`src/rtl/aes_bus_master.sv`:
```
// aes_bus_master: memory-side initiator for the AES accelerator buses.
// Accepts one command at a time, drives the transaction encoding, streams
// key/text bytes from memory, buffers result bytes in a small skid FIFO and
// closes result transfers with the ack handshake.
module aes_bus_master #(
  parameter int         FIFO_DEPTH = 4,
  parameter logic [1:0] AES_ID     = 2'b10,
  parameter logic [1:0] MEM_ID     = 2'b00
) (
  input  logic        clk,
  input  logic        rst_n,
  // command interface
  input  logic        cmd_valid,
  output logic        cmd_ready,
  input  logic [1:0]  cmd_op,
  input  logic        cmd_encdec,
  input  logic [23:0] cmd_addr,
  // memory byte source
  input  logic [7:0]  src_data,
  input  logic        src_valid,
  output logic        src_ready,
  // memory result sink
  output logic [7:0]  res_data,
  output logic        res_valid,
  input  logic        res_ready,
  // transaction encoding
  output logic [1:0]  opcode,
  output logic [1:0]  source_id,
  output logic [1:0]  dest_id,
  output logic        encdec,
  output logic [23:0] addr,
  // accelerator data bus
  output logic [7:0]  tx_data,
  output logic        tx_valid,
  input  logic        tx_ready,
  input  logic [7:0]  rx_data,
  input  logic        rx_valid,
  output logic        rx_ready,
  // accelerator ack bus
  input  logic        ack_valid,
  output logic        ack_ready,
  input  logic [1:0]  ack_source_id,
  // status
  output logic        busy,
  output logic        done,
  output logic        err
);

  localparam int PW = (FIFO_DEPTH > 1) ? $clog2(FIFO_DEPTH) : 1;
  localparam int CW = PW + 1;

  typedef enum logic [2:0] {
    ST_IDLE,
    ST_LOAD,
    ST_START,
    ST_RESULT,
    ST_ACK
  } state_t;

  state_t      state_q;
  logic [1:0]  opcode_q;
  logic [1:0]  source_id_q;
  logic [1:0]  dest_id_q;
  logic        encdec_q;
  logic [23:0] addr_q;
  logic [5:0]  cnt_q;      // load beats, or result bytes received
  logic [5:0]  target_q;   // number of load beats for the active command
  logic [4:0]  req_q;      // result bytes requested so far
  logic        pending_q;  // a request went out last cycle; its byte arrives now
  logic        done_q;
  logic        err_q;

  logic [7:0]    mem_q [FIFO_DEPTH];
  logic [PW-1:0] wr_ptr_q;
  logic [PW-1:0] rd_ptr_q;
  logic [CW-1:0] fcount_q;
  logic [CW-1:0] fcount_d;

  logic          fifo_empty;
  logic          fifo_full;
  logic [CW:0]   occupancy;
  logic          rx_window;
  logic          rx_push;
  logic          rx_drop;
  logic          fifo_pop;
  logic          beat;

  assign fifo_empty = (fcount_q == '0);
  assign fifo_full  = (fcount_q == CW'(FIFO_DEPTH));
  // Entries already stored plus the byte still in flight from last request.
  assign occupancy  = {1'b0, fcount_q} + {{CW{1'b0}}, pending_q};
  assign rx_window  = pending_q || (state_q == ST_RESULT);
  assign rx_push    = rx_valid && rx_window && !fifo_full;
  assign rx_drop    = rx_valid && (!rx_window || fifo_full);
  assign fifo_pop   = !fifo_empty && res_ready;

  // Load data passes straight through so a beat costs no extra cycle.
  assign tx_valid  = (state_q == ST_LOAD) && src_valid;
  assign tx_data   = (state_q == ST_LOAD) ? src_data : 8'h00;
  assign src_ready = (state_q == ST_LOAD) && tx_ready;
  assign beat      = tx_valid && tx_ready;

  // Only request when the reply (one cycle later) is guaranteed a slot.
  assign rx_ready  = (state_q == ST_RESULT) && !req_q[4] &&
                     (occupancy < (CW+1)'(FIFO_DEPTH));
  assign ack_ready = (state_q == ST_ACK);

  assign cmd_ready = (state_q == ST_IDLE) && fifo_empty;
  assign busy      = (state_q != ST_IDLE);
  assign done      = done_q;
  assign err       = err_q;
  assign opcode    = opcode_q;
  assign source_id = source_id_q;
  assign dest_id   = dest_id_q;
  assign encdec    = encdec_q;
  assign addr      = addr_q;

  assign res_valid = !fifo_empty;
  assign res_data  = mem_q[rd_ptr_q];

  // Command FSM with registered encoding, done pulse and sticky error.
  always_ff @(posedge clk or negedge rst_n) begin
    if (!rst_n) begin
      state_q     <= ST_IDLE;
      opcode_q    <= 2'b00;
      source_id_q <= MEM_ID;
      dest_id_q   <= MEM_ID;
      encdec_q    <= 1'b0;
      addr_q      <= 24'h0;
      cnt_q       <= 6'd0;
      target_q    <= 6'd0;
      req_q       <= 5'd0;
      pending_q   <= 1'b0;
      done_q      <= 1'b0;
      err_q       <= 1'b0;
    end else begin
      done_q    <= 1'b0;
      pending_q <= rx_ready;
      if (rx_drop) err_q <= 1'b1;
      case (state_q)
        ST_IDLE: begin
          if (cmd_valid && cmd_ready) begin
            encdec_q <= cmd_encdec;
            addr_q   <= cmd_addr;
            cnt_q    <= 6'd0;
            req_q    <= 5'd0;
            case (cmd_op)
              2'b00: begin
                state_q     <= ST_LOAD;
                target_q    <= 6'd32;
                opcode_q    <= 2'b00;
                source_id_q <= MEM_ID;
                dest_id_q   <= AES_ID;
              end
              2'b01: begin
                state_q     <= ST_LOAD;
                target_q    <= 6'd16;
                opcode_q    <= 2'b01;
                source_id_q <= MEM_ID;
                dest_id_q   <= AES_ID;
              end
              2'b11: begin
                state_q     <= ST_START;
                opcode_q    <= 2'b11;
                source_id_q <= MEM_ID;
                dest_id_q   <= AES_ID;
              end
              default: begin
                state_q     <= ST_RESULT;
                opcode_q    <= 2'b10;
                source_id_q <= AES_ID;
                dest_id_q   <= MEM_ID;
              end
            endcase
          end
        end
        ST_LOAD: begin
          if (beat) begin
            if (cnt_q == target_q - 6'd1) begin
              state_q     <= ST_IDLE;
              opcode_q    <= 2'b00;
              source_id_q <= MEM_ID;
              dest_id_q   <= MEM_ID;
              cnt_q       <= 6'd0;
              done_q      <= 1'b1;
            end else begin
              cnt_q <= cnt_q + 6'd1;
            end
          end
        end
        ST_START: begin
          state_q     <= ST_IDLE;
          opcode_q    <= 2'b00;
          source_id_q <= MEM_ID;
          dest_id_q   <= MEM_ID;
          done_q      <= 1'b1;
        end
        ST_RESULT: begin
          if (rx_ready) req_q <= req_q + 5'd1;
          if (rx_push) begin
            if (cnt_q == 6'd15) begin
              state_q <= ST_ACK;
              cnt_q   <= 6'd0;
            end else begin
              cnt_q <= cnt_q + 6'd1;
            end
          end
        end
        ST_ACK: begin
          if (ack_valid) begin
            if (ack_source_id != AES_ID) err_q <= 1'b1;
            state_q     <= ST_IDLE;
            opcode_q    <= 2'b00;
            source_id_q <= MEM_ID;
            dest_id_q   <= MEM_ID;
            done_q      <= 1'b1;
          end
        end
        default: state_q <= ST_IDLE;
      endcase
    end
  end

  // FIFO occupancy: simultaneous push and pop leave it unchanged.
  always_comb begin
    fcount_d = fcount_q;
    case ({rx_push, fifo_pop})
      2'b10:   fcount_d = fcount_q + CW'(1);
      2'b01:   fcount_d = fcount_q - CW'(1);
      default: fcount_d = fcount_q;
    endcase
  end

  // FIFO pointers and count; reset discards contents by emptying it.
  always_ff @(posedge clk or negedge rst_n) begin
    if (!rst_n) begin
      wr_ptr_q <= '0;
      rd_ptr_q <= '0;
      fcount_q <= '0;
    end else begin
      if (rx_push)  wr_ptr_q <= wr_ptr_q + PW'(1);
      if (fifo_pop) rd_ptr_q <= rd_ptr_q + PW'(1);
      fcount_q <= fcount_d;
    end
  end

  // FIFO storage; no reset needed since the pointers gate visibility.
  always_ff @(posedge clk) begin
    if (rx_push) mem_q[wr_ptr_q] <= rx_data;
  end

endmodule
```
`config.mk`:
```
export PLATFORM = sky130hd
export DESIGN_NAME = aes_bus_master
export DESIGN_NICKNAME = d
export VERILOG_FILES = /design/src/rtl/aes_bus_master.sv
export SDC_FILE = /design/constraint.sdc
export NUM_CORES = 1
export LEC_CHECK = 0
export BUFFER_PORTS_ARGS = -buffer_cell sky130_fd_sc_hd__buf_2
export CAP_MARGIN = 40
export CORE_ASPECT_RATIO = 2
export CORE_MARGIN = 2
export CORE_UTILIZATION = 45
export DETAILED_ROUTE_END_ITERATION = 6
export GPL_TIMING_DRIVEN = 0
export PLACE_DENSITY_LB_ADDON = 0.1
export SYNTH_ARGS = -nofsm -noshare
export SYNTH_HDL_FRONTEND = slang
export SYNTH_SLANG_ARGS = --single-unit
```
`constraint.sdc`:
```
create_clock -name clk -period 4.25 [get_ports clk]
set_input_delay 0.425 -clock clk [delete_from_list [all_inputs] [get_ports clk]]
set_output_delay 0.425 -clock clk [all_outputs]
set_load 0.05 [all_outputs]
```
==> results_dict.tcl <==
set metrics [dict create \
    outcome "complete, no violations" \
    synth_flop_cell "dfrtp_1" \
    htreeDepth 3 \
    finalPower_w 0.00397 \
    tightest_slew_ns 0.716 \
    start_kind "flip-flop" \
    p_per_area_nw_per_um2 808 \
    ys_warn_count 0 \
    dieHeight_um 136 \
    synth.most_common_cell "nand2_1" \
    cts-root-buf "clkbuf_16" \
    vdd_drop_max_uv 440 \
    hold_buffers 0 \
    die_x_um 69.8 \
    dp_hpwl_um 6410 \
    grt_max_degree 32 \
    cts_inserted_buffers 9 \
    postCtsResizedCells 0 \
    reg2reg_slack_ns 1.83 \
    slew_headroom_pct 51.9 \
    crit_type "reg -> out" \
    r2r-start "fcount_q[0]$_DFFE_PN0P_" \
    p_leak_nw 2.38 \
    hold_violations 0 \
    synthTopCellsByArea "dfrtp_1 35%, edfxtp_1 25%, nand2_1 8.5%" \
    drive_gt1_share_pct 31.5 \
    cts_tree "yes" \
    worstReg2RegEnd "fcount_q[2]$_DFFE_PN0P_" \
    ff2ff_path_depth 9 \
    grt_util_all_layers_pct 18.7 \
    io_pins 109 \
    clkLatencyLatePin_ns 0.34 \
    path_clk_slew_ns 0.06 \
    ys_seq_elements 87 \
    min_period_over_period_pct 60.4 \
    antenna_found_initial 0 \
    finClkSkew_ns 0.00934 \
    dieArea_um2 9460 \
    core_area_um2 8530 \
    cp.arrival_ns 2.14 \
    setup-tns-final_ns 0 \
    nNetsFinal 516 \
    netlist_area_um2 3890 \
    cp.required_ns 3.83 \
    async_flop_share_pct 63.2 \
    synth_seq_area_share_pct 60.0 \
    hp-class "in -> async" \
    pre_cts_slack_ns 1.85 \
    utilization_pct 57.6 \
    yosysTopAreaCell "dfrtp_1" \
    rsz0062_at_grt "no" \
    postCtsSetupRepairBufs 0 \
    setup_slack_ns 1.68 \
    wl_um 8360 \
    yosys-top-cells-count "88 x nand2_1, 55 x dfrtp_1, 32 x edfxtp_1, 16 x and2_1, 13 x inv_1" \
    vias 2827 \
    grt_pass1_wl_um 13700 \
    drt_iter0_drc 181 \
    max-clock-path-buffers 2 \
    critPathMaxFanout 10 \
    cp-end-kind "output pin" \
    viasPerCell 5.05 \
    synthDistinctLibCells 53 \
    syn_to_final_growth_pct 26.1 \
    syn_inst 336 \
    dr.pass1.iters 5 \
    place.gp.congestion 0.809 \
    synth.avg_cell_area_um2 11.6 \
    grt_overflow 0 \
    post-route-min-period_ns 2.57 \
    yosysTopAreaCellShare_pct 35.3 \
    synth_edf_count 32 \
    final-setup-viol-count 0 \
    numPortBuffers 106 \
    route.antenna.remaining_nets 0 \
    cap_violations 0 \
    whs_ns 0.0732 \
    num_rows 48 \
    routedWlPerCell_um 14.9 \
    antenna_cells 0 \
    finalMaxSlewViolations 0 \
    drc_errors 0 \
    max_freq_ghz 0.390 \
    first_global_vias 2852 \
    clock_sinks 87 \
    initial_core_util_pct 45.7 \
]
==> worst max-delay path, stage by stage, from the launching register on <==
cell      delay [ns]
dfrtp_1         0.38
buf_2           0.18
nor3b_1         0.51
clkbuf_1        0.30
and2_1          0.17
buf_2           0.26
==> where the power goes <==
group	internal (W)	switching, W
Combinational	0.000521	0.00131
Sequential	0.00110	0.000145
Clock	0.000576	0.000314
Total	0.00220	0.00177
==> worst max-delay path by stage <==
stage	start	to	slack [ns]	cells past startpoint
final	state_q[1]$_DFFE_PN0P_	tx_data[7]	1.68	5
after global routing	state_q[1]$_DFFE_PN0P_	src_ready	1.49	5
after CTS	state_q[1]$_DFFE_PN0P_	tx_data[7]	1.65	5
after detailed placement	fcount_q[0]$_DFFE_PN0P_	fcount_q[2]$_DFFE_PN0P_	1.85	9
after global placement	fcount_q[0]$_DFFE_PN0P_	fcount_q[2]$_DFFE_PN0P_	1.87	9
after floorplan	state_q[2]$_DFFE_PN0P_	req_q[3]$_DFFE_PN0P_	1.79	6
==> per-layer routing <==
layer	part of all wire [%]	routed length, um	GRT usage [%]	vias up
met5	0	0	0	-
met4	2.0	163	8.76	0
met3	4.4	371	4.24	13
met2	56	4700	34.3	73
met1	37	3120	19.9	1348
li1	-	-	-	1393
==> sequential cells by signal (all words and copies together), names as in the netlist, 2 cells and up <==
name and count:
fcount_q 3, cnt_q 6, addr 24, wr_ptr_q 2, rd_ptr_q 2, mem_q 32
target_q 2, req_q 5, opcode 2, state_q 3
==> placed cells by master (no fill, tap or decap), types with 6 or more instances in the layout <==
| master | synthesis | final |
|---|---|---|
| buf_2 | 5 | 111 |
| clkbuf_1 | 7 | 9 |
| a21oi_1 | 6 | 6 |
| nor2_1 | 11 | 11 |
| edfxtp_1 | 32 | 32 |
| nand2_1 | 88 | 88 |
| ha_1 | 7 | 7 |
| nand3_1 | 7 | 7 |
| o21ai_0 | 9 | 9 |
| inv_1 | 13 | 13 |
| dfrtp_1 | 55 | 55 |
| clkbuf_16 | 0 | 9 |
| and2_1 | 16 | 16 |
| mux4_2 | 8 | 8 |
==> cells by family after synthesis <==
group,share of synthesized area [%]
adders and majority gates,2.76
DFF,60.0
muxes,6.33
and+or+nand+nor,18.1
buffers and inverters,3.24
xor gates and xnor gates,2.02
AOI/OAI and AO/OA,7.42
other,0.0963
==> layout make-up <==
class | instances | area, um2
Clock inverter | 5 | 106
Multi-Input combinational cell | 221 | 1440
Sequential cell | 87 | 2340
Timing Repair Buffer | 107 | 551
Inverter | 13 | 48.8
Clock buffer | 11 | 233
Buffer | 16 | 77.6
Fill cell | 749 | 3610
Tap cell | 100 | 125
==> through the flow <==
| step | cells | area [um2] |
|---|---|---|
| floorplan | 337 | 3900 |
| global placement | 543 | 4550 |
| detailed placement | 544 | 4570 |
| CTS | 560 | 4910 |
| global route | 560 | 4910 |
| finish | 560 | 4910 |
(Power assumes the default switching activity.)
